==> src/rtl/cache_types.sv <==
// Shared types and tree-PLRU helpers for the n-way cache controller.
//   state_t / IDLE..ALLOCATE : controller FSM encoding
//   plru_victim()            : walk the PLRU tree to the way it points at
//   plru_update()            : point every node on a way's path away from it
// Tree layout: node n has children 2n+1 (lower-index ways) and 2n+2 (upper).
// A node bit of 0 means the victim lies in the lower-index subtree.
// Functions operate on the largest supported tree (8 ways) and take the
// actual associativity as an argument; callers zero-extend and truncate.
package cache_types;

    localparam int unsigned MAX_WAY_W  = 3;
    localparam int unsigned MAX_PLRU_W = 7;

    typedef logic [1:0] state_t;

    localparam state_t IDLE      = 2'd0;
    localparam state_t TAG_CHECK = 2'd1;
    localparam state_t WRITEBACK = 2'd2;
    localparam state_t ALLOCATE  = 2'd3;

    function automatic logic [MAX_WAY_W-1:0] plru_victim(
        input logic [MAX_PLRU_W-1:0] bits,
        input int unsigned           ways
    );
        int unsigned node;
        int unsigned levels;
        node   = 0;
        levels = $clog2(ways);
        for (int unsigned l = 0; l < MAX_WAY_W; l++) begin
            if (l < levels) begin
                node = bits[node[2:0]] ? (2 * node + 2) : (2 * node + 1);
            end
        end
        // Leaves are numbered after the ways-1 internal nodes.
        return MAX_WAY_W'(node - (ways - 1));
    endfunction

    function automatic logic [MAX_PLRU_W-1:0] plru_update(
        input logic [MAX_PLRU_W-1:0] bits,
        input logic [MAX_WAY_W-1:0]  way,
        input int unsigned           ways
    );
        logic [MAX_PLRU_W-1:0] nxt;
        int unsigned           node;
        int unsigned           levels;
        int unsigned           wv;
        logic                  dir;
        nxt    = bits;
        node   = 0;
        levels = $clog2(ways);
        wv     = 32'(way);
        for (int unsigned l = 0; l < MAX_WAY_W; l++) begin
            if (l < levels) begin
                // dir = 1 when the accessed way sits in the upper subtree.
                dir = ((wv >> (levels - 1 - l)) & 32'd1) != 32'd0;
                nxt[node[2:0]] = ~dir;
                node = dir ? (2 * node + 2) : (2 * node + 1);
            end
        end
        return nxt;
    endfunction

endpackage

==> src/rtl/nway_cache_control_if.sv <==
// Bus bundle between the cache controller and its surroundings.
//   CPU side   : mem_read, mem_write -> mem_resp
//   Set lookup : hit_vec, valid_vec, dirty_vec, plru_bits
//   Memory     : pmem_read, pmem_write, pmem_addr_sel <- pmem_resp
//   Array ctrl : way_sel, ld_data, data_src, ld_tag, set_valid, set_dirty,
//                clr_dirty, ld_plru, plru_next
//   Status     : hit_cnt, miss_cnt, wb_cnt, err_multihit
// slave  : the controller's view; master : the environment's view.
interface nway_cache_control_if #(
    parameter int unsigned WAYS  = 4,
    parameter int unsigned CNT_W = 32
);
    localparam int unsigned WAY_W  = $clog2(WAYS);
    localparam int unsigned PLRU_W = WAYS - 1;

    logic              mem_read;
    logic              mem_write;
    logic              mem_resp;
    logic [WAYS-1:0]   hit_vec;
    logic [WAYS-1:0]   valid_vec;
    logic [WAYS-1:0]   dirty_vec;
    logic [PLRU_W-1:0] plru_bits;
    logic              pmem_read;
    logic              pmem_write;
    logic              pmem_resp;
    logic              pmem_addr_sel;
    logic [WAY_W-1:0]  way_sel;
    logic              ld_data;
    logic              data_src;
    logic              ld_tag;
    logic              set_valid;
    logic              set_dirty;
    logic              clr_dirty;
    logic              ld_plru;
    logic [PLRU_W-1:0] plru_next;
    logic [CNT_W-1:0]  hit_cnt;
    logic [CNT_W-1:0]  miss_cnt;
    logic [CNT_W-1:0]  wb_cnt;
    logic              err_multihit;

    modport slave (
        input  mem_read, mem_write, hit_vec, valid_vec, dirty_vec, plru_bits, pmem_resp,
        output mem_resp, pmem_read, pmem_write, pmem_addr_sel, way_sel, ld_data, data_src,
               ld_tag, set_valid, set_dirty, clr_dirty, ld_plru, plru_next,
               hit_cnt, miss_cnt, wb_cnt, err_multihit
    );

    modport master (
        output mem_read, mem_write, hit_vec, valid_vec, dirty_vec, plru_bits, pmem_resp,
        input  mem_resp, pmem_read, pmem_write, pmem_addr_sel, way_sel, ld_data, data_src,
               ld_tag, set_valid, set_dirty, clr_dirty, ld_plru, plru_next,
               hit_cnt, miss_cnt, wb_cnt, err_multihit
    );

endinterface

==> src/rtl/plru_tree.sv <==
// Combinational tree-PLRU block.
//   plru_bits  : current tree state for the set
//   access_way : way being touched this cycle
//   victim     : way the current tree points at
//   plru_next  : tree state after touching access_way
module plru_tree
    import cache_types::*;
#(
    parameter int unsigned WAYS = 4,
    localparam int unsigned WAY_W  = $clog2(WAYS),
    localparam int unsigned PLRU_W = WAYS - 1
) (
    input  logic [PLRU_W-1:0] plru_bits,
    input  logic [WAY_W-1:0]  access_way,
    output logic [WAY_W-1:0]  victim,
    output logic [PLRU_W-1:0] plru_next
);

    logic [MAX_PLRU_W-1:0] bits_ext;
    logic [MAX_WAY_W-1:0]  way_ext;

    always_comb begin
        bits_ext  = MAX_PLRU_W'(plru_bits);
        way_ext   = MAX_WAY_W'(access_way);
        victim    = WAY_W'(plru_victim(bits_ext, WAYS));
        plru_next = PLRU_W'(plru_update(bits_ext, way_ext, WAYS));
    end

endmodule

==> src/rtl/nway_cache_control.sv <==
// N-way set-associative cache controller FSM (write-back, write-allocate).
//   clk, rst : clock and asynchronous active-high reset
//   bus      : nway_cache_control_if.slave, CPU/array/memory signals
// A request is examined in TAG_CHECK; a hit completes there. A miss latches a
// victim (first invalid way, else PLRU), writes it back if dirty, refills it,
// and returns to TAG_CHECK where the refilled line hits and completes.
module nway_cache_control
    import cache_types::*;
#(
    parameter int unsigned WAYS  = 4,
    parameter int unsigned CNT_W = 32
) (
    input logic                 clk,
    input logic                 rst,
    nway_cache_control_if.slave bus
);

    localparam int unsigned WAY_W  = $clog2(WAYS);
    localparam int unsigned PLRU_W = WAYS - 1;

    state_t           state_q, state_d;
    logic [WAY_W-1:0] victim_q, victim_d;
    logic [CNT_W-1:0] hit_cnt_q, miss_cnt_q, wb_cnt_q;
    logic             err_q;

    logic             hit_inc, miss_inc, wb_inc, multihit_set;
    logic             req, is_write, any_hit, multi_hit, has_invalid;
    logic [WAY_W-1:0] hit_way, inv_way, plru_victim_way, miss_victim;
    logic [PLRU_W-1:0] plru_upd;

    plru_tree #(
        .WAYS(WAYS)
    ) u_plru_tree (
        .plru_bits (bus.plru_bits),
        .access_way(hit_way),
        .victim    (plru_victim_way),
        .plru_next (plru_upd)
    );

    // Lowest set index wins, so scan from the top down.
    always_comb begin
        hit_way = '0;
        inv_way = '0;
        for (int i = int'(WAYS) - 1; i >= 0; i--) begin
            if (bus.hit_vec[i]) hit_way = WAY_W'(i);
            if (!bus.valid_vec[i]) inv_way = WAY_W'(i);
        end
    end

    always_comb begin
        req         = bus.mem_read | bus.mem_write;
        is_write    = bus.mem_write & ~bus.mem_read;
        any_hit     = |bus.hit_vec;
        multi_hit   = |(bus.hit_vec & (bus.hit_vec - WAYS'(1)));
        has_invalid = |(~bus.valid_vec);
        miss_victim = has_invalid ? inv_way : plru_victim_way;
    end

    always_comb begin
        state_d      = state_q;
        victim_d     = victim_q;
        hit_inc      = 1'b0;
        miss_inc     = 1'b0;
        wb_inc       = 1'b0;
        multihit_set = 1'b0;

        bus.mem_resp      = 1'b0;
        bus.pmem_read     = 1'b0;
        bus.pmem_write    = 1'b0;
        bus.pmem_addr_sel = 1'b0;
        bus.way_sel       = '0;
        bus.ld_data       = 1'b0;
        bus.data_src      = 1'b0;
        bus.ld_tag        = 1'b0;
        bus.set_valid     = 1'b0;
        bus.set_dirty     = 1'b0;
        bus.clr_dirty     = 1'b0;
        bus.ld_plru       = 1'b0;
        bus.plru_next     = '0;

        case (state_q)
            IDLE: begin
                if (req) state_d = TAG_CHECK;
            end
            TAG_CHECK: begin
                if (!req) begin
                    state_d = IDLE;
                end else if (any_hit) begin
                    bus.mem_resp  = 1'b1;
                    bus.way_sel   = hit_way;
                    bus.ld_plru   = 1'b1;
                    bus.plru_next = plru_upd;
                    bus.ld_data   = is_write;
                    bus.set_dirty = is_write;
                    hit_inc       = 1'b1;
                    multihit_set  = multi_hit;
                    state_d       = IDLE;
                end else begin
                    victim_d = miss_victim;
                    miss_inc = 1'b1;
                    if (bus.valid_vec[miss_victim] && bus.dirty_vec[miss_victim]) begin
                        state_d = WRITEBACK;
                    end else begin
                        state_d = ALLOCATE;
                    end
                end
            end
            WRITEBACK: begin
                bus.pmem_write    = 1'b1;
                bus.pmem_addr_sel = 1'b1;
                bus.way_sel       = victim_q;
                if (bus.pmem_resp) begin
                    wb_inc        = 1'b1;
                    bus.clr_dirty = 1'b1;
                    state_d       = ALLOCATE;
                end
            end
            ALLOCATE: begin
                bus.pmem_read = 1'b1;
                bus.way_sel   = victim_q;
                if (bus.pmem_resp) begin
                    bus.ld_data   = 1'b1;
                    bus.data_src  = 1'b1;
                    bus.ld_tag    = 1'b1;
                    bus.set_valid = 1'b1;
                    bus.clr_dirty = 1'b1;
                    state_d       = TAG_CHECK;
                end
            end
            default: state_d = IDLE;
        endcase
    end

    always_ff @(posedge clk or posedge rst) begin
        if (rst) begin
            state_q    <= IDLE;
            victim_q   <= '0;
            hit_cnt_q  <= '0;
            miss_cnt_q <= '0;
            wb_cnt_q   <= '0;
            err_q      <= 1'b0;
        end else begin
            state_q  <= state_d;
            victim_q <= victim_d;
            if (hit_inc && (hit_cnt_q != '1)) hit_cnt_q <= hit_cnt_q + CNT_W'(1);
            if (miss_inc && (miss_cnt_q != '1)) miss_cnt_q <= miss_cnt_q + CNT_W'(1);
            if (wb_inc && (wb_cnt_q != '1)) wb_cnt_q <= wb_cnt_q + CNT_W'(1);
            if (multihit_set) err_q <= 1'b1;
        end
    end

    assign bus.hit_cnt      = hit_cnt_q;
    assign bus.miss_cnt     = miss_cnt_q;
    assign bus.wb_cnt       = wb_cnt_q;
    assign bus.err_multihit = err_q;

endmodule

==> src/flat_wrapper.sv <==
// flat-port wrapper written by rule: the top's interface ports become plain ports
module nway_cache_control_flat import cache_types::*;
#(
    parameter int unsigned WAYS  = 4,
    parameter int unsigned CNT_W = 32
)
  (clk, rst, bus_mem_read, bus_mem_write, bus_hit_vec, bus_valid_vec, bus_dirty_vec, bus_plru_bits, bus_pmem_resp, bus_mem_resp, bus_pmem_read, bus_pmem_write, bus_pmem_addr_sel, bus_way_sel, bus_ld_data, bus_data_src, bus_ld_tag, bus_set_valid, bus_set_dirty, bus_clr_dirty, bus_ld_plru, bus_plru_next, bus_hit_cnt, bus_miss_cnt, bus_wb_cnt, bus_err_multihit);
  nway_cache_control_if #(.WAYS(WAYS), .CNT_W(CNT_W)) bus_i ();
  input logic clk;
  input logic rst;
  input wire logic [$bits(bus_i.mem_read)-1:0] bus_mem_read;
  input wire logic [$bits(bus_i.mem_write)-1:0] bus_mem_write;
  input wire logic [$bits(bus_i.hit_vec)-1:0] bus_hit_vec;
  input wire logic [$bits(bus_i.valid_vec)-1:0] bus_valid_vec;
  input wire logic [$bits(bus_i.dirty_vec)-1:0] bus_dirty_vec;
  input wire logic [$bits(bus_i.plru_bits)-1:0] bus_plru_bits;
  input wire logic [$bits(bus_i.pmem_resp)-1:0] bus_pmem_resp;
  output wire logic [$bits(bus_i.mem_resp)-1:0] bus_mem_resp;
  output wire logic [$bits(bus_i.pmem_read)-1:0] bus_pmem_read;
  output wire logic [$bits(bus_i.pmem_write)-1:0] bus_pmem_write;
  output wire logic [$bits(bus_i.pmem_addr_sel)-1:0] bus_pmem_addr_sel;
  output wire logic [$bits(bus_i.way_sel)-1:0] bus_way_sel;
  output wire logic [$bits(bus_i.ld_data)-1:0] bus_ld_data;
  output wire logic [$bits(bus_i.data_src)-1:0] bus_data_src;
  output wire logic [$bits(bus_i.ld_tag)-1:0] bus_ld_tag;
  output wire logic [$bits(bus_i.set_valid)-1:0] bus_set_valid;
  output wire logic [$bits(bus_i.set_dirty)-1:0] bus_set_dirty;
  output wire logic [$bits(bus_i.clr_dirty)-1:0] bus_clr_dirty;
  output wire logic [$bits(bus_i.ld_plru)-1:0] bus_ld_plru;
  output wire logic [$bits(bus_i.plru_next)-1:0] bus_plru_next;
  output wire logic [$bits(bus_i.hit_cnt)-1:0] bus_hit_cnt;
  output wire logic [$bits(bus_i.miss_cnt)-1:0] bus_miss_cnt;
  output wire logic [$bits(bus_i.wb_cnt)-1:0] bus_wb_cnt;
  output wire logic [$bits(bus_i.err_multihit)-1:0] bus_err_multihit;
  assign bus_i.mem_read = bus_mem_read;
  assign bus_i.mem_write = bus_mem_write;
  assign bus_i.hit_vec = bus_hit_vec;
  assign bus_i.valid_vec = bus_valid_vec;
  assign bus_i.dirty_vec = bus_dirty_vec;
  assign bus_i.plru_bits = bus_plru_bits;
  assign bus_i.pmem_resp = bus_pmem_resp;
  assign bus_mem_resp = bus_i.mem_resp;
  assign bus_pmem_read = bus_i.pmem_read;
  assign bus_pmem_write = bus_i.pmem_write;
  assign bus_pmem_addr_sel = bus_i.pmem_addr_sel;
  assign bus_way_sel = bus_i.way_sel;
  assign bus_ld_data = bus_i.ld_data;
  assign bus_data_src = bus_i.data_src;
  assign bus_ld_tag = bus_i.ld_tag;
  assign bus_set_valid = bus_i.set_valid;
  assign bus_set_dirty = bus_i.set_dirty;
  assign bus_clr_dirty = bus_i.clr_dirty;
  assign bus_ld_plru = bus_i.ld_plru;
  assign bus_plru_next = bus_i.plru_next;
  assign bus_hit_cnt = bus_i.hit_cnt;
  assign bus_miss_cnt = bus_i.miss_cnt;
  assign bus_wb_cnt = bus_i.wb_cnt;
  assign bus_err_multihit = bus_i.err_multihit;
  nway_cache_control #(.WAYS(WAYS), .CNT_W(CNT_W)) u_core (.clk(clk), .rst(rst), .bus(bus_i));
endmodule
==> config.mk <==
export PLATFORM = sky130hd
export DESIGN_NAME = nway_cache_control_flat
export DESIGN_NICKNAME = d
export VERILOG_FILES = /design/src/rtl/cache_types.sv /design/src/rtl/nway_cache_control_if.sv /design/src/rtl/plru_tree.sv /design/src/rtl/nway_cache_control.sv /design/src/flat_wrapper.sv
export SDC_FILE = /design/constraint.sdc
export NUM_CORES = 1
export LEC_CHECK = 0
export ABC_CLOCK_PERIOD_IN_PS = 3700
export BUFFER_PORTS_ARGS = -buffer_cell sky130_fd_sc_hd__buf_2
export CORE_MARGIN = 2
export CORE_UTILIZATION = 35
export DETAILED_ROUTE_END_ITERATION = 8
export GPL_ROUTABILITY_DRIVEN = 0
export HOLD_SLACK_MARGIN = 0.15
export PLACE_DENSITY = 0.62
export RECOVER_POWER = 50
export SLEW_MARGIN = 20
export SYNTH_ARGS = -nofsm -noshare
export SYNTH_HDL_FRONTEND = slang
export SYNTH_SLANG_ARGS = --single-unit
==> constraint.sdc <==
create_clock -name clk -period 3.7 [get_ports clk]
set_input_delay 0.925 -clock clk [delete_from_list [all_inputs] [get_ports clk]]
set_output_delay 0.925 -clock clk [all_outputs]
set_load 0.02 [all_outputs]
# == After elaboration in Yosys (flattened, before gate mapping) ==
# Cells that the tools add are included.
# word_totals
input_bits,20
romBits,0
n_memories,0
ramBits,0
out_inout_bits,113
wordCells,99
register_bits,101
latch_bits,0
# classes
div_mod_pow,0
order_cmp,4
n_eq_ne,9
mul,0
n_shift,0
bitwise_logic,8
n_mux,53
reduce_logical,12
n_addsub,7
# ops
cell,n
adder 32 x 1 -> 32 bit (second input constant),3
inequality test 32 bit (second input constant),3
two-way mux 2 bit,19
two-way mux 1 bit,23
OR reduction 4 bit,3
two-way mux 3 bit,3
less-than comparator 2 x 4 -> 1 bit (second input constant),2
case mux 2 bit (4 select lines),1
bitwise mux 7 bit,1
AND reduction 3 bit,2
logical AND 1 bit,5
bitwise AND 4 bit,1
binary-select mux 1 bit (select 2 bit),2
== test 2 bit (second input constant),2
inequality test 2 bit (second input constant),2
inverter 1 bit,4
inverter 4 bit,1
case mux 2 bit (2 select lines),1
subtractor 4 x 1 -> 4 bit (second input constant),1
binary-select mux 1 bit (select 3 bit),1
demux 1 bit (select 3 bit),1
less-than comparator 2 x 3 -> 1 bit (second input constant),1
adder 2 x 1 -> 2 bit (second input constant),1
adder 2 bit (second input constant),1
9 further kinds,9

# == Longest topological paths before layout ==
# Gate-level depths: netlist of the first run.
# logic_depth
word_depth,13
depth_mapped,8
depth_no_buf,8

# == Hierarchy ==
# Synthesis of the first run repeated with hierarchy kept, for this count alone.
# unflattened
cells_unflattened,498
hier_area_um2,5058.6
# modules_own_cells
mod,seq_area_each_um2,area_per_inst_um2,cells_per_inst,instances
nway_cache_control,2527.4,5019.8,490,1
plru_tree,0.0,38.8,8,1

# == Worst setup path before layout of the first run ==
# No wires, ideal clock.
# synth_path
path_kind,input -> output
startpoint,input port bus_hit_vec[2]
endpoint,output port bus_mem_resp
n_path_buf,1
slack_ps,831
path_stages,4
arrival_ps,1944
required_time_ps,2775
cell_sequence,or4_1 > nand2_1 > inv_1 > buf_4
# synth_between
elab_chain_cells,4
# synth_rtl
item,line_no,rtl
from (decl),flat_wrapper.sv:13,input wire logic [$bits(bus_i.hit_vec)-1:0] bus_hit_vec;
OR reduction 4 bit,nway_cache_control.sv:53,any_hit = |bus.hit_vec;
two-way mux 1 bit (3 in series),-,
to (decl),flat_wrapper.sv:18,output wire logic [$bits(bus_i.mem_resp)-1:0] bus_mem_resp;
# No other way between the ends.

# == Worst setup path after layout of the first run ==
# layout_path
startpoint,input port bus_hit_vec[1]
endpoint,output port bus_ld_plru
# layout_between
elab_chain_cells,4
# layout_rtl
item,line_no,rtl
OR reduction 4 bit,nway_cache_control.sv:53,
two-way mux 1 bit,nway_cache_control.sv:88,end else if (any_hit) begin
two-way mux 1 bit,nway_cache_control.sv:86,if (!req) begin
two-way mux 1 bit,nway_cache_control.sv:81,case (state_q)
to (decl),flat_wrapper.sv:29,output wire logic [$bits(bus_i.ld_plru)-1:0] bus_ld_plru;
# No other way between the ends.

==> results.md, run 1 <==
- Run status: finished with violations
- Clock-pin slew on the worst setup and hold paths: 0.06 ns
- Yosys warning count: 0
- Top_reg_cell synth: sky130_fd_sc_hd__dfrtp_1
- Critical path data required time: 2.77 ns
- Overall via count from detail_route: around 4500
- Remaining antenna violation count: 0
- Power per cell area: slightly above 400 nW/um2
- Total power: 2.64 mW
- Number of buffers added for setup after CTS: 0
- Critical path launch point type: primary input
- Deepest clock path buffer count: 2
- CTS Root Cell: sky130_fd_sc_hd__clkbuf_16
- Final design area excluding fillers: 6340 um2
- GRT overflow: 0
- Number of antenna violations at the first check in global routing: 0
- Max-slew violation count: 47
- GR Util met2: about 28%
- Width of the die: 127 um
- Netlist area before placement: 5270 um2
- Via count of the first global-routing pass: between 4000 and 5000
- Avg Synthesized Cell Area: 10.1 um2
- Synthesized instance count: 520
- Gr usage total: 17.3%
- Post-layout net count: 680
- Detailed-router iteration count before antenna repair: 5
- Number of nets produced by synthesis: 547
- Crit. End Element: primary output
- Critical Path Fanout Max: 8
- Grt met1 use: 22.6%
- Clock Latency Late Sink: 0.34 ns
- Endpoints failing hold: 0
- Worst Skew: 0.00945 ns
- Grt met3 use: 2.87%
- Number of hold-repair buffers added at the cts stage: 0
- Slew margin rel.: -48.7%
- Worst-case hold slack: around 0.48 ns
- Initial standard-cell utilization of the core: 36.0%
- CP Class: in2out
- Highest-count cells in the layout ignoring fill and taps: sky130_fd_sc_hd__dfrtp_1, sky130_fd_sc_hd__buf_2, sky130_fd_sc_hd__clkbuf_1
- I/O Pins: 133
- TritonCTS clock tree: built
- Max-cap violations: 1
- Filler cell count: ~1500
- Count of distinct cell types in the synthesized netlist: 48
- Leakage dissipation: 2.92 nW
- Count of inserted antenna diode cells: 0
- Most frequent standard cell in the layout excluding fill and tap cells: sky130_fd_sc_hd__dfrtp_1
- Count of buffers inserted at the top-level ports: 132
- Vias per inst: between 5 and 6
- Wire length of the first global-routing pass: approximately 22000 um
- Signed area change from the synthesized netlist to the final layout: 20.2%
- Full die area: 16100 um2
- Number of enable flip-flop cells after synthesis: 0
- Drt wl/cell: about 17 um
- Cell total after placement: 826
- Drt total wl: 14000 um
- Final Instance Count excl. Fillers: 842
- Dpl cell area: approximately 6000 um2
- Worst IR Drop VDD: 0.000195 V
- Number of rows in the core area: 44
- Area inside the core boundary: 14600 um2
- Violations in the final reports: max-capacitance violations, max-slew violations
- Share of post-route cells with drive strength above 1: 17.0%
- Sequential share of the synthesized area: 47.9%
- Final clock period utilization by the worst path: 85.4%
- Final sum of negative setup slack: 0 ns
- # DRC: 0
- Post_cts resized: 0
- Actual slew at the worst max-slew pin: 2.22 ns
- Synth area leader: sky130_fd_sc_hd__dfrtp_1
- Setup repair after global routing missed its margin: false
- Number of buffers created by CTS: 9
- Peak-usage layer in the global routing report: met2
- Sinks on the clock net: around 100
- Fraction of synthesized cell area taken by the top area cell type: 47.9%
- Data arrival time of the critical path: between 2 and 2.5 ns
- Min-Delay Path Class: reg2reg
- Async set-or-reset flop fraction in the synthesized netlist: 100%
- HPWL after detailed placement: 10400 um
- Pin count of the biggest net entering global routing: 56
- Final count of negative-setup-slack endpoints: 0
- Final critical-path required period: 3.16 ns
- #FFs+latches synth: 101
- Vert. Die Dim: approximately 130 um
- Maximum clock rate: between 300 and 400 MHz
- DRC violation total after the first TritonRoute iteration: 316
- H-tree depth: 3
- Area contributors post-synth: sky130_fd_sc_hd__dfrtp_1, sky130_fd_sc_hd__xnor2_1, sky130_fd_sc_hd__xor2_1, sky130_fd_sc_hd__nand4_1, sky130_fd_sc_hd__nand3_1
-- kinds of logic after synthesis --
family	count (synthesis)	synth area share (%)
AND/OR/NAND/NOR	251	27.2
flip-flops	101	47.9
XOR/XNOR	87	14.5
AO/OA/AOI/OAI	37	4.63
buffers and inverters	30	2.61
multiplexers	7	1.50
adder cells (fa/ha/maj)	7	1.66
-- where the power goes --
| part | total (mW) | switching [mW] | internal, mW | leakage, nW |
|---|---|---|---|---|
| logic | 0.486 | 0.318 | 0.168 | 1.43 |
| registers | 1.25 | 0.0807 | 1.17 | 1.36 |
| clock network | 0.897 | 0.407 | 0.490 | 0.138 |
-- layout make-up --
cell class                 instances  area [um2]  area share [%]
inverter                          16        61.3           0.967
sequential                       101        2530            39.9
clock buffer                      12         256            4.05
timing repair buffer             136         633            9.99
tap                              184         230            3.63
multi-input combinational        389        2610            41.1
clock inverter                     4        22.5           0.355
-- critical path: stages --
cell and delay, ns:
sky130_fd_sc_hd__clkbuf_1 0.18, sky130_fd_sc_hd__or4_1 0.56, sky130_fd_sc_hd__nand2_1 0.23, sky130_fd_sc_hd__inv_1 0.15, sky130_fd_sc_hd__buf_2 0.19
-- routing by layer --
layer	vias to the layer above	routed length, um	share of wire [%]
met1	2232	6190	44
met2	130	6770	48
li1	2144	-	-
met3	26	656	4.7
met4	0	368	2.6
met5	-	0	0
-- flip-flops by register name, summed over array words and instances (netlist names) --
name	flops
u_core.state_q	2
u_core.bus.miss_cnt	32
u_core.bus.hit_cnt	32
u_core.bus.wb_cnt	32
u_core.bus.err_multihit	1
u_core.victim_q	2
-- cell usage after synthesis (2+ instances only) --
| master | number |
|---|---|
| sky130_fd_sc_hd__buf_4 | 4 |
| sky130_fd_sc_hd__nand3b_1 | 3 |
| sky130_fd_sc_hd__or4_1 | 2 |
| sky130_fd_sc_hd__and4_1 | 7 |
| sky130_fd_sc_hd__or2_2 | 2 |
| sky130_fd_sc_hd__nor4b_1 | 3 |
| sky130_fd_sc_hd__nor2_1 | 32 |
| sky130_fd_sc_hd__nand3_1 | 35 |
| sky130_fd_sc_hd__nor4_1 | 18 |
| sky130_fd_sc_hd__buf_2 | 2 |
| sky130_fd_sc_hd__or3_1 | 6 |
| sky130_fd_sc_hd__and3_1 | 17 |
| sky130_fd_sc_hd__clkbuf_1 | 7 |
| sky130_fd_sc_hd__nand2_1 | 38 |
| sky130_fd_sc_hd__inv_1 | 16 |
| sky130_fd_sc_hd__a31oi_1 | 4 |
| sky130_fd_sc_hd__a41oi_1 | 2 |
| sky130_fd_sc_hd__dfrtp_1 | 101 |
| sky130_fd_sc_hd__nor3b_1 | 4 |
| sky130_fd_sc_hd__o21ai_0 | 12 |
| sky130_fd_sc_hd__nand4b_1 | 2 |
| sky130_fd_sc_hd__and2_1 | 8 |
| sky130_fd_sc_hd__xor2_1 | 33 |
| sky130_fd_sc_hd__xnor2_1 | 54 |
| sky130_fd_sc_hd__nor3_1 | 21 |
| sky130_fd_sc_hd__ha_1 | 7 |
| sky130_fd_sc_hd__mux2i_1 | 3 |
| sky130_fd_sc_hd__mux2_2 | 3 |
| sky130_fd_sc_hd__nand4_1 | 40 |
| sky130_fd_sc_hd__a21oi_1 | 11 |
| sky130_fd_sc_hd__nor2b_1 | 4 |
| sky130_fd_sc_hd__nor4_4 | 3 |
-- through the flow --
stage / util [%] / setup slack [ns]
3_3_place_gp: 41.9 / 0.590
6_report: 43.3 / 0.539
2_1_floorplan: - / 0.128
3_5_place_dp: 41.9 / 0.569
4_1_cts: 43.8 / 0.564
5_1_grt: 43.3 / 0.462
-- worst paths after layout --
check | start | end | slack (ns) | depth (start not counted)
max reg2reg | u_core.bus.wb_cnt[0] | u_core.bus.wb_cnt[19] | 1.14 | 6
min reg2reg | u_core.victim_q[1] | u_core.victim_q[1] | 0.48 | 2
max in group asynchronous | rst | u_core.bus.miss_cnt[25] | 1.50 | 3
min | u_core.victim_q[1] | u_core.victim_q[1] | 0.48 | 2
max | bus_hit_vec[1] | bus_ld_plru | 0.54 | 5
min in group asynchronous | rst | u_core.bus.wb_cnt[6] | 1.17 | 2
No activity file was read; power rests on OpenSTA's default activity.
==> inputs of run 2 (changes only) <==
--- a/config.mk
+++ b/config.mk
@@ -5,7 +5,7 @@
 export SDC_FILE = /design/constraint.sdc
 export NUM_CORES = 1
 export LEC_CHECK = 0
-export ABC_CLOCK_PERIOD_IN_PS = 3700
+export ABC_CLOCK_PERIOD_IN_PS = 2640
 export BUFFER_PORTS_ARGS = -buffer_cell sky130_fd_sc_hd__buf_2
 export CORE_MARGIN = 2
 export CORE_UTILIZATION = 35
==> constraint.sdc (replaced) <==
create_clock -name clk -period 2.64 [get_ports clk]
set_input_delay 0.66 -clock clk [delete_from_list [all_inputs] [get_ports clk]]
set_output_delay 0.66 -clock clk [all_outputs]
set_load 0.02 [all_outputs]
==> results.md, run 2 (synthesis gave the netlist of run 1 again) <==
- Number of hold-repair buffers added at the cts stage: 0
- Final Instance Count excl. Fillers: 855
- H-tree depth: 3
- Remaining antenna violation count: 0
- Setup repair after global routing missed its margin: false
- Min-Delay Path Class: reg2reg
- Critical Path Slowest Stage Cell: sky130_fd_sc_hd__or4_1
- Dpl cell area: ~6200 um2
- # DRC: 0
- Critical path launch point type: primary input
- Critical path data required time: 1.98 ns
- Vias per inst: 5.29
- FF-to-FF Start: u_core.state_q[1]
- Via count of the first global-routing pass: 4309
- Number of buffers created by CTS: 9
- Overall via count from detail_route: 4526
- Maximum clock rate: 391 MHz
- Share of post-route cells with drive strength above 1: 18.6%
- Deepest clock path buffer count: 2
- Data arrival time of the critical path: around 1.9 ns
- CP Class: in2out
- Actual slew at the worst max-slew pin: between 1 and 1.5 ns
- Final count of negative-setup-slack endpoints: 0
- Sinks on the clock net: between 100 and 150
- Area inside the core boundary: 14600 um2
- Place WS: 0.0856 ns
- Hold path startpoint: u_core.victim_q[1]
- HPWL after detailed placement: a little under 10000 um
- Final design area excluding fillers: 6440 um2
- Wire length of the first global-routing pass: 21900 um
- Number of antenna violations at the first check in global routing: 0
- Pin count of the biggest net entering global routing: approximately 100
- Width of the die: 127 um
- Vert. Die Dim: 127 um
- Worst IR Drop VDD: 0.000319 V
- Cell-by-cell listing of the critical path: clkbuf_1, or4_1, nand2_1, inv_1, buf_2
- TritonCTS clock tree: built
- Crit. End Element: primary output
- Endpoints failing hold: 0
- Max-slew violation count: 0
- Clock Latency Late Sink: ~0.35 ns
- Full die area: 16100 um2
- Gr usage total: 17.0%
- Setup slack after layout: 0.0849 ns
- Cell total after placement: between 800 and 900
- Final critical-path required period: 2.56 ns
- Drt total wl: ~14000 um
- Number of rows in the core area: 44
- Endpoint of the worst hold path: u_core.victim_q[1]
- Slew margin rel.: 6.35%
- Final sum of negative setup slack: 0 ns
- Worst Skew: around 0.0085 ns
- Most frequent standard cell in the layout excluding fill and tap cells: sky130_fd_sc_hd__dfrtp_1
- Signed area change from the synthesized netlist to the final layout: 22.2%
- Depth of the worst hold-timing path: 2
- Power per cell area: 586 nW/um2
- Clock-pin slew on the worst setup and hold paths: 0.06 ns
- Count of buffers inserted at the top-level ports: about 130
- GRT overflow: 0
- Detailed-router iteration count before antenna repair: 5
- DRC violation total after the first TritonRoute iteration: 396
- Reg-to-reg setup timing slack: 0.29 ns
- I/O Pins: 133
- Number of buffers added for setup after CTS: 0
- Worst Reg2Reg Path Length in Cells: 6
- Final clock period utilization by the worst path: 96.8%
- Highest-count cells in the layout ignoring fill and taps: sky130_fd_sc_hd__dfrtp_1, sky130_fd_sc_hd__buf_2, sky130_fd_sc_hd__clkbuf_1
- Post-layout net count: 693
- Count of inserted antenna diode cells: 0
- Terminus of the critical flop-to-flop path: u_core.bus.hit_cnt[1]
- Max-cap violations: 0
- Initial standard-cell utilization of the core: a little over a third
- CTS Root Cell: sky130_fd_sc_hd__clkbuf_16
- Delay of the slowest cell on the worst path: 0.56 ns
- Drt wl/cell: 15.9 um
- Critical Path Fanout Max: 8
- Worst-case hold slack: 0.484 ns
- Run status: complete, no violations
- Leakage dissipation: 2.99 nW
## run 2: worst max-delay path by stage
stage | start | to | slack, ns | depth (start not counted)
after floorplan | bus_hit_vec[2] | bus_mem_resp | 0.30 | 4
after global placement | bus_hit_vec[2] | u_core.bus.miss_cnt[10] | 0.12 | 6
after detailed placement | bus_hit_vec[2] | u_core.bus.miss_cnt[10] | 0.09 | 6
after CTS | u_core.state_q[1] | bus_way_sel[0] | 0.04 | 6
after global routing | u_core.state_q[1] | bus_way_sel[0] | 0.02 | 5
final | bus_hit_vec[1] | bus_ld_plru | 0.08 | 5
## run 2: metrics by stage
stage / util, % / power, mW
after detailed placement: 42.5 / 2.48
after CTS: 44.5 / 3.84
final: 44.0 / 3.78
after global placement: 42.5 / 2.47
after floorplan: - / 2.21
after global routing: 44.0 / 3.97
## run 2: per-layer routing
| layer | share of wire [%] | track usage [%] |
|---|---|---|
| met1 | 45 | 22.6 |
| met2 | 47 | 27.5 |
| met3 | 5.3 | 3.08 |
| met4 | 2.3 | 7.24 |
| met5 | 0 | 0 |
## run 2: worst max-delay path, delay by kind of cell
| family | cells | cell delay [ns] |
|---|---|---|
| buffers and inverters | 3 | 0.49 |
| AND/OR/NAND/NOR | 2 | 0.74 |
## run 2: area by class of cell
| type | instances | area [um2] |
|---|---|---|
| clock buffer | 12 | 246 |
| fill | 1454 | 8200 |
| sequential | 101 | 2530 |
| multi-input combinational | 389 | 2610 |
| timing repair buffer | 149 | 717 |
| inverter | 16 | 63.8 |
| tap | 184 | 230 |
| clock inverter | 4 | 47.5 |
## run 2: repair_timing
item,in CTS,in global routing
setup endpoints to repair,1,1
hold endpoints to repair,0,0
resized for setup,1,2
pin swaps,0,0
## run 2: where the power goes
group | leakage, nW | total [mW] | internal [mW] | switching, mW
Clock | 0.143 | 1.34 | 0.759 | 0.578
Combinational | 1.49 | 0.685 | 0.240 | 0.446
Sequential | 1.36 | 1.76 | 1.64 | 0.114
Total | 2.99 | 3.78 | 2.64 | 1.14
==> inputs of run 3 (changes only) <==
--- a/config.mk
+++ b/config.mk
@@ -13,7 +13,6 @@
 export GPL_ROUTABILITY_DRIVEN = 0
 export HOLD_SLACK_MARGIN = 0.15
 export PLACE_DENSITY = 0.62
-export RECOVER_POWER = 50
 export SLEW_MARGIN = 20
 export SYNTH_ARGS = -nofsm -noshare
 export SYNTH_HDL_FRONTEND = slang
==> results.md, run 3 (synthesis gave the netlist of run 1 again) <==
- Width of the die: 127 um
- Sequential standard cell area: around 2500 um2
- Share of post-route cells with drive strength above 1: 27.1%
- TritonCTS clock tree: built
- Detailed-router iteration count before antenna repair: 5
- Deepest clock path buffer count: 2
- Via count of the first global-routing pass: 4309
- Final critical-path required period: 2.54 ns
- Critical path data required time: about 2.0 ns
- Sinks on the clock net: 101
- Min-Delay Path Class: in2async
- Critical path startpoint: bus_hit_vec[2]
- Initial standard-cell utilization of the core: 36.0%
- Drt wl/cell: ~16 um
- Post-layout net count: 693
- Routed length on met2: 6420 um
- Highest-count cells in the layout ignoring fill and taps: sky130_fd_sc_hd__buf_2, sky130_fd_sc_hd__dfrtp_1, sky130_fd_sc_hd__xnor2_1
- Leakage dissipation: 3.21 nW
- Remaining antenna violation count: 0
- Maximum clock rate: 394 MHz
- Place WS: 0.0856 ns
- Max-slew violation count: 0
- Count of buffers inserted at the top-level ports: 132
- Data arrival time of the critical path: 1.88 ns
- Number of buffers created by CTS: 9
- Run status: complete, no violations
- Total met3 wirelength after detailed routing: 676 um
- GRT overflow: 0
- Drt total wl: roughly 14000 um
- CP Class: in2out
- Number of rows in the core area: 44
- FF-to-FF Start: u_core.state_q[1]
- HPWL after detailed placement: 9930 um
- Clock-pin slew on the worst setup and hold paths: 0.07 ns
- Crit. End Element: primary output
- CTS Root Cell: sky130_fd_sc_hd__clkbuf_16
- Worst IR Drop VDD: 0.000319 V
- Setup repair after global routing missed its margin: false
- Filler cell count: 1434
- Final count of negative-setup-slack endpoints: 0
- Power per cell area: roughly 580 nW/um2
- Vert. Die Dim: 127 um
- DRC violation total after the first TritonRoute iteration: 342
- Overall via count from detail_route: about 4500
- Max-cap violations: 0
- Final clock period utilization by the worst path: 96.3%
- Critical path launch point type: primary input
- Worst Skew: 0.00849 ns
- Gr usage total: around 17%
- Number of antenna violations at the first check in global routing: 0
- H-tree depth: 3
- Area inside the core boundary: approximately 15000 um2
- Number of buffers added for setup after CTS: 0
- Vias per inst: 5.31
- I/O Pins: between 100 and 150
- Endpoints failing hold: 0
- Final sum of negative setup slack: 0 ns
- # DRC: 0
- Wire length of the first global-routing pass: 21900 um
- Number of hold-repair buffers added at the cts stage: 0
- Critical Path Fanout Max: 6
- Actual slew at the worst max-slew pin: 0.950 ns
- Clock Latency Late Sink: ~0.35 ns
- Signed area change from the synthesized netlist to the final layout: 23.8%
- Pin count of the biggest net entering global routing: 102
- Full die area: 16100 um2
- Footprint of the multi-input gates: approximately 2600 um2
- Top layer in use: met4
- Count of inserted antenna diode cells: 0
- Most frequent standard cell in the layout excluding fill and tap cells: sky130_fd_sc_hd__buf_2
- Setup slack after layout: 0.0989 ns
- Met1 wire length: slightly above 6000 um
- Slew margin rel.: 36.4%
==> run 3: timing repair <==
item                                    CTS  global route
endpoints found under the setup margin    1             1
pin swaps                                 0             0
gates resized for setup                   1             2
==> run 3: final timing paths <==
check	to	slack (ns)	depth (start not counted)
worst max register to register	u_core.bus.hit_cnt[1]	0.28	6
max in group asynchronous	u_core.bus.miss_cnt[14]	1.75	3
worst max-delay path	bus_ld_plru	0.1	5
worst min-delay path	u_core.bus.wb_cnt[6]	0.47	3
worst min register to register	u_core.victim_q[1]	0.48	2
min in group clk	u_core.victim_q[1]	0.48	2
==> run 3: layer usage <==
layer  track usage, %  vias to the layer above
li1                 -                     2160
met1             22.6                     2209
met5                0                        -
met4             7.24                        0
met2             27.5                      147
met3             3.08                       20
==> run 3: worst max-delay path: stages <==
cell and delay, ns:
sky130_fd_sc_hd__buf_2 0.14, sky130_fd_sc_hd__or4_1 0.58, sky130_fd_sc_hd__nand2_1 0.19, sky130_fd_sc_hd__inv_1 0.13, sky130_fd_sc_hd__buf_2 0.18
==> run 3: power by group <==
| group | internal (mW) | switching, mW | leakage [nW] |
|---|---|---|---|
| clock | 0.759 | 0.574 | 0.143 |
| combinational | 0.253 | 0.446 | 1.72 |
| sequential | 1.64 | 0.112 | 1.36 |
| total | 2.65 | 1.13 | 3.21 |
==> run 3: through the flow <==
stage / cell area (um2) / hold slack, ns / std cells / power, mW / util, %
after global placement: 6230 / 0.457 / 839 / 2.47 / 42.5
after CTS: 6520 / 0.485 / 855 / 3.84 / 44.5
after global routing: 6530 / 0.501 / 855 / 3.98 / 44.6
after detailed placement: 6230 / 0.469 / 839 / 2.48 / 42.5
final: 6530 / 0.469 / 855 / 3.79 / 44.6
after floorplan: 5280 / 0.439 / 520 / 2.21 / -
==> run 3: area by class of cell <==
type	count	area share, %
sequential	101	38.7
inverter	16	0.978
timing repair buffer	149	12.3
multi-input combinational	389	40.0
tap	184	3.53
clock buffer	12	3.78
clock inverter	4	0.728
